**src/rtl/seq_det_scheduler.sv**
```systemverilog
// Round-robin time-multiplexed "1011" overlapping Mealy detector shared by N_CH serial channels.
// Optional per-channel saturating match counters are enabled by defining SEQ_DET_MATCH_CNT_EN.
module seq_det_scheduler #(
    parameter int N_CH  = 4,
    parameter int ID_W  = 2,
    parameter int CNT_W = 8
) (
    input  logic              clk,
    input  logic              reset,
    input  logic [N_CH-1:0]   ch_valid,
    input  logic [N_CH-1:0]   ch_bit,
    output logic [N_CH-1:0]   ch_ready,
    input  logic              clr_en,
    input  logic [ID_W-1:0]   clr_id,
    output logic              match_valid,
    output logic [ID_W-1:0]   match_id,
    output logic              busy
`ifdef SEQ_DET_MATCH_CNT_EN
    ,
    output logic [N_CH*CNT_W-1:0] match_cnt
`endif
);

    typedef enum logic [1:0] {
        S0 = 2'd0,  // idle
        S1 = 2'd1,  // seen "1"
        S2 = 2'd2,  // seen "10"
        S3 = 2'd3   // seen "101"
    } det_state_e;

    localparam logic [ID_W-1:0] LAST_ID = ID_W'(N_CH - 1);

    if (N_CH < 2 || N_CH > 16 || ID_W != $clog2(N_CH) || CNT_W < 1) begin : g_bad_cfg
        $error("seq_det_scheduler: unsupported N_CH/ID_W/CNT_W combination");
    end

    det_state_e        ctx [N_CH];
    logic [ID_W-1:0]   last_grant;
    logic [ID_W-1:0]   grant_id;
    logic [ID_W-1:0]   arb_idx;
    logic              grant_any;
    logic [N_CH-1:0]   clr_mask;
    logic [N_CH-1:0]   eligible;
    det_state_e        cur_state;
    det_state_e        nxt_state;
    logic              cur_bit;
    logic              hit;

    // A clear excludes its channel from arbitration, so clear always wins over an update.
    always_comb begin
        // NOTE: every combinational output gets a default first so no path can infer a latch.
        clr_mask = '0;
        if (clr_en && (int'(clr_id) < N_CH)) begin
            clr_mask[clr_id] = 1'b1;
        end
        eligible = ch_valid & ~clr_mask;
    end

    always_comb begin
        grant_any = 1'b0;
        grant_id  = '0;
        arb_idx   = last_grant;
        ch_ready  = '0;
        for (int k = 0; k < N_CH; k++) begin
            arb_idx = (arb_idx == LAST_ID) ? '0 : arb_idx + ID_W'(1);
            if (!grant_any && eligible[arb_idx]) begin
                grant_any = 1'b1;
                grant_id  = arb_idx;
            end
        end
        if (grant_any) begin
            ch_ready[grant_id] = 1'b1;
        end
    end

    // Shared detector step: read the granted context, advance by one bit.
    always_comb begin
        cur_state = ctx[grant_id];
        cur_bit   = ch_bit[grant_id];
        nxt_state = cur_state;
        hit       = 1'b0;
        case (cur_state)
            S0: nxt_state = cur_bit ? S1 : S0;
            S1: nxt_state = cur_bit ? S1 : S2;
            S2: nxt_state = cur_bit ? S3 : S0;
            S3: begin
                nxt_state = cur_bit ? S1 : S2;
                hit       = cur_bit;
            end
            default: nxt_state = S0;
        endcase
    end

    // NOTE: the context store is a small register array, so it takes the asynchronous reset
    // like any other state; it must not be mapped to a RAM that cannot be reset.
    always_ff @(posedge clk or posedge reset) begin
        if (reset) begin
            for (int i = 0; i < N_CH; i++) begin
                ctx[i] <= S0;
            end
        end else begin
            for (int i = 0; i < N_CH; i++) begin
                if (clr_mask[i]) begin
                    ctx[i] <= S0;
                end else if (grant_any && (grant_id == ID_W'(i))) begin
                    ctx[i] <= nxt_state;
                end
            end
        end
    end

    // NOTE: sequential state uses non-blocking assignments so all registers sample pre-edge values.
    always_ff @(posedge clk or posedge reset) begin
        if (reset) begin
            last_grant  <= LAST_ID;
            match_valid <= 1'b0;
            match_id    <= '0;
            busy        <= 1'b0;
        end else begin
            busy        <= grant_any;
            match_valid <= grant_any & hit;
            if (grant_any) begin
                last_grant <= grant_id;
            end
            if (grant_any && hit) begin
                match_id <= grant_id;
            end
        end
    end

`ifdef SEQ_DET_MATCH_CNT_EN
    logic [CNT_W-1:0] cnt [N_CH];

    always_ff @(posedge clk or posedge reset) begin
        if (reset) begin
            for (int i = 0; i < N_CH; i++) begin
                cnt[i] <= '0;
            end
        end else begin
            for (int i = 0; i < N_CH; i++) begin
                if (clr_mask[i]) begin
                    cnt[i] <= '0;
                end else if (grant_any && hit && (grant_id == ID_W'(i)) && (cnt[i] != '1)) begin
                    cnt[i] <= cnt[i] + CNT_W'(1);
                end
            end
        end
    end

    always_comb begin
        match_cnt = '0;
        for (int i = 0; i < N_CH; i++) begin
            match_cnt[i*CNT_W +: CNT_W] = cnt[i];
        end
    end
`endif

endmodule

```
**config.mk**
```make
export PLATFORM = sky130hd
export DESIGN_NAME = seq_det_scheduler
export DESIGN_NICKNAME = d
export VERILOG_FILES = /design/src/rtl/seq_det_scheduler.sv
export SDC_FILE = /design/constraint.sdc
export NUM_CORES = 1
export LEC_CHECK = 0
export ABC_AREA = 1
export BUFFER_PORTS_ARGS = -buffer_cell sky130_fd_sc_hd__buf_2
export CAP_MARGIN = 40
export CORE_MARGIN = 5
export CORE_UTILIZATION = 54
export CTS_BUF_LIST = sky130_fd_sc_hd__clkbuf_16
export CTS_CLUSTER_SIZE = 12
export DETAILED_ROUTE_END_ITERATION = 6
export PLACE_DENSITY_LB_ADDON = 0.08
export SYNTH_ARGS = -nofsm -noshare
export SYNTH_HDL_FRONTEND = slang
export SYNTH_SLANG_ARGS = --single-unit
```
**constraint.sdc**
```tcl
create_clock -name clk -period 3.4 [get_ports clk]
set_input_delay 0.68 -clock clk [delete_from_list [all_inputs] [get_ports clk]]
set_output_delay 0.68 -clock clk [all_outputs]
set_load 0.01 [all_outputs]
```
# ---- After elaboration in Yosys (flattened, before gate mapping)
# Cells that the tools add are included.
dict set report op_classes {
  add_sub_neg 4
  mul 0
  div_mod_pow 0
  magnitude_cmp 9
  n_eq_ne 10
  n_shift 0
  n_mux 44
  bitwise 4
  n_reduce_logical 20
}
# cell count
set op_table {}
lappend op_table {{2-bit 2-to-1 mux} 20}
lappend op_table {{2-bit by 3-bit less-than comparator with 1-bit output, second input constant} 6}
lappend op_table {{2-bit == test, second input constant} 8}
lappend op_table {{1-bit 2-to-1 mux} 13}
lappend op_table {{1-bit binary-select mux with 2-bit select} 5}
lappend op_table {{1-bit logical AND} 10}
lappend op_table {{2-bit by 1-bit adder with 2-bit output, second input constant} 4}
lappend op_table {{4-bit 2-to-1 mux} 2}
lappend op_table {{2-bit nonzero test} 4}
lappend op_table {{2-bit case mux with 3 select lines} 1}
lappend op_table {{4-bit bitwise AND} 1}
lappend op_table {{2-bit binary-select mux with 2-bit select} 1}
lappend op_table {{1-bit demux with 2-bit select} 2}
lappend op_table {{2-bit by 1-bit == test with 1-bit output, second input constant} 2}
lappend op_table {{2-bit by 1-bit >= comparator with 1-bit output, second input constant} 2}
lappend op_table {{2-bit logical NOT} 2}
lappend op_table {{4-bit inverter} 1}
lappend op_table {{3-bit >= comparator, second input constant} 1}
lappend op_table {{1-bit logical NOT} 3}
lappend op_table {{2-bit inverter with 3-bit output} 1}
lappend op_table {{2-bit OR reduction} 1}
lappend op_table {{1-bit bitwise AND} 1}
dict set report word_totals {
  regBits 14
  latch_bits 0
  ram_bits 0
  romBits 0
  in_bits 13
  output_inout_bits 8
  word_cells 99
  mem_count 0
}

# ---- Depth between registers and ports, before layout
dict set report logic_depth {
  word_depth 28
  mapped_depth 22
}

# ---- Worst setup path before layout
# OpenSTA, ideal clock, no wires.
dict set report synth_timing {
  path_kind {register -> output}
  startpoint {reg last_grant[0]}
  endpoint {out ch_ready[0]}
  arrival_ns 2.059
  required_time_ns 2.720
  slack_ns 0.661
  path_stages_with_launch 13
  n_path_buf 0
  path_cell_list {dfstp_2 > ha_1 > inv_2 > nand2_1 > nand2_1 > nand3_2 > nand2_4 > nand4_1 > nor2_1 > a21oi_4 > inv_2 > nand3_1 > inv_1}
}
dict set report synth_between {
  elab_chain_len 19
  elab_cells_between_ends 40
}
# element line_no
set synth_rtl {}
lappend synth_rtl {{start: declaration} 38} ;# logic [ID_W-1:0] last_grant;
lappend synth_rtl {{start signal: assignment} 123} ;# last_grant <= grant_id;
lappend synth_rtl {{2-bit by 1-bit adder with 2-bit output / 2-bit == test (equally long branches)} 65} ;# arb_idx = (arb_idx == LAST_ID) ? '0 : arb_idx + ID_W'(1);
lappend synth_rtl {{2-bit 2-to-1 mux (*)} 65}
lappend synth_rtl {{parallel branches: the longest is 16 deep, another holds 2-bit by 3-bit less-than comparator with 1-bit output} -}
lappend synth_rtl {{4-bit 2-to-1 mux (*)} 71} ;# if (grant_any) begin
lappend synth_rtl {{end: declaration} 12} ;# output logic [N_CH-1:0] ch_ready,
# Every way passes the cells marked *. The select of a mux whose other input is x is not followed.

# ---- Final worst setup path
dict set report layout_timing {
  startpoint {reg last_grant[0]}
  endpoint {out ch_ready[1]}
}
# Same word-level chain as after synthesis.

==> flow_summary.yaml <==
setup_path:
  path_cells: "ha_2 -> inv_2 -> nand2_1 -> nand2_1 -> nand3_2 -> nand2_4 -> nand3_1 -> nand2_1 -> nand2_1 -> a21oi_4 -> inv_2 -> nand2_1 -> inv_1 -> buf_2"
  path_buf_inv: 4
  ff2ff_setup_slack_ns: 0.58
  start_kind: "flip-flop"
  cp_max_fo: 7
  crit_type: "flip-flop to primary output"
  path_common_cell: "nand2_1"
  arrival_ns: 2.58
  cpLargestDelayFamily: "simple AND/OR/NAND/NOR gates"
  end_kind: "primary output"
  slowest_stage: "dfstp_2"
  required_ns: 2.72
  max_stage_delay_ns: 0.57
routing:
  drtIter0Drc: 42
  drt-pass1-iter-count: 4
  wl_per_cell_um: 12.3
  num_vias: 1108
  post-route-drc-count: 0
  drt-total-wl_um: 2600
  ant_nets: 0
  drt-vias-per-instance: 5.25
clock_network:
  cts.sinks: 14
  cts_root_buffer: "clkbuf_16"
  tritoncts: "built"
  numCtsBuffers: 3
  cts_max_level: 1
  path_clk_slew_ns: 0.04
  clock_latency_ns: 0.24
  clockBufferDepth: 2
  holdBufCountCts: 0
floorplanning:
  row_count: 16
  fp.dieH_um: 54.6
  die_area_sq_um: 2990
  pin_count: 21
  start_util_pct: 56.0
  core-area_sq_um: 1920
  die_x_um: 54.6
global_route:
  antenna_found_initial: 0
  grt_pass1_wl_um: 4090
  grt.total_usage_pct: 18.8
  overflow: 0
  first_global_vias: 961
  grt_max_degree: 15
sta:
  worst_pin_slew_ns: 0.527
  fmax_mhz: 307
  fin_skew_ns: 0.00486
  final_hold_viol_count: 0
  tns_ns: 0
  post-route-min-period_ns: 3.26
  slew_headroom_pct: 64.8
  setup_viol: 0
  drv_slew: 0
  grt_setup_unrepaired: "no"
  fin_crit_sh_pct: 95.8
hold_path:
  hp-class: "flip-flop to flip-flop"
yosys:
  syn_avg_cell_area_sq_um: 6.85
  ys_seq_elements: 14
  ys_types: 21
  ys_seq_area_share_pct: 32.8
  yosys_warnings: 0
  synthesis.area_sq_um: 1080
  syn_inst: 157
  synth_nets: 171
placed_design:
  io_buffers: 20
  gp_congestion: 0.871
  hpwl_um: 1980
run_status:
  status: "finished clean"
layout:
  fillers: 165
  area_growth_pct: 23.1
  num_antenna_cells: 0
  drive_gt1_share_pct: 31.5
  final_nets: 199
job:
  cap_violations: 0
-- cells in the mapped netlist --
cell type | number | share of area [%]
nand2_1 | 48 | 17
nand4_4 | 1 | 2.0
ha_1 | 1 | 1.2
a21oi_1 | 3 | 1.4
dfstp_2 | 2 | 4.9
nand2_4 | 2 | 2.1
nand3_1 | 37 | 17
nor2_2 | 1 | 0.58
nand4_1 | 2 | 1.2
o21ai_2 | 1 | 0.81
buf_6 | 1 | 1.0
nor2_1 | 3 | 1.0
inv_2 | 5 | 1.7
o21ai_0 | 5 | 2.3
nand2_2 | 10 | 5.8
inv_1 | 17 | 5.9
nand3_2 | 2 | 1.9
a21oi_4 | 1 | 1.5
nor2_4 | 2 | 2.1
nand3b_1 | 1 | 0.70
dfrtp_1 | 12 | 28
-- layer usage --
layer  global-route usage (%)  up-vias  share of wire [%]
met1                     21.7      508                 41
met2                     34.4       34                 52
met4                     7.47        0                1.6
met5                        0        -                  0
met3                     2.18        5                5.8
li1                         -      561                  -
-- flip-flops by register name, summed over array words and instances, names as in the netlist --
signal	count
match_valid	1
busy	1
last_grant	2
ctx	8
match_id	2
-- cell usage in the layout, fill, tap and decap left out, drive strengths merged --
| cell | instances |
|---|---|
| nand2 | 60 |
| nand3 | 39 |
| ha | 1 |
| clkbuf | 3 |
| nand3b | 1 |
| dfrtp | 12 |
| nand4 | 3 |
| inv | 22 |
| buf | 24 |
| a21oi | 4 |
| dfstp | 2 |
| nor2 | 6 |
| o21ai | 6 |
| clkinv | 1 |
-- kinds of logic after synthesis --
logic type / after synthesis / share of synthesized area (%)
DFF: 14 / 32.8
and+or+nand+nor: 109 / 51.3
adders and majority gates: 1 / 1.16
AOI/OAI and AO/OA: 10 / 6.05
buffers and inverters: 23 / 8.72
-- worst register-to-register path, cell delays in order (launching register included) --
cell,delay [ns]
dfstp_2,0.57
ha_2,0.33
inv_2,0.12
nand2_1,0.06
nand2_1,0.12
nand3_2,0.12
nand2_4,0.12
nand2_1,0.07
nand2_1,0.08
nand2_1,0.16
nand2_4,0.17
buf_4,0.15
nand2_2,0.05
o21ai_2,0.04
nand2_1,0.09
nand2_4,0.12
nand2_1,0.15
nand3_1,0.13
nand2_1,0.06
-- layout make-up --
class                      instances  area [sq um]  share of cell area [%]
multi-input combinational        120           644                    48.6
clock inverter                     1          3.75                   0.283
inverter                          22          85.1                    6.42
sequential                        14           353                    26.6
tap                               27          33.8                    2.55
clock buffer                       3          75.1                    5.67
timing repair buffer              24           130                    9.82
-- stage by stage --
stage	hold slack [ns]	cells	worst slack [ns]	area (sq um)	utilization [%]
2_1_floorplan	0.448	157	0.661	1080	-
3_3_place_gp	0.452	203	0.321	1200	62.4
3_5_place_dp	0.457	203	0.294	1200	62.4
4_1_cts	0.468	207	0.0135	1280	66.5
5_1_grt	0.506	211	0.0205	1330	68.9
6_report	0.461	211	0.143	1330	68.9
-- timing repair --
item	4_1_cts	5_1_grt
setup endpoints to repair	0	3
gates resized for setup	0	6
setup buffers	0	4
-- worst paths after layout --
kind / startpoint / end / depth (start not counted)
max: last_grant[0] / ch_ready[1] / 14
min: match_id[0] / match_id[0] / 2
max reg2reg: last_grant[0] / ctx[3] / 18
min reg2reg: match_id[0] / match_id[0] / 2
max in group asynchronous: reset / last_grant[1] / 2
min in group asynchronous: reset / ctx[0] / 2
Power is not shown: default switching activity piles up to over one toggle a cycle in this logic, so the estimate is an artifact.
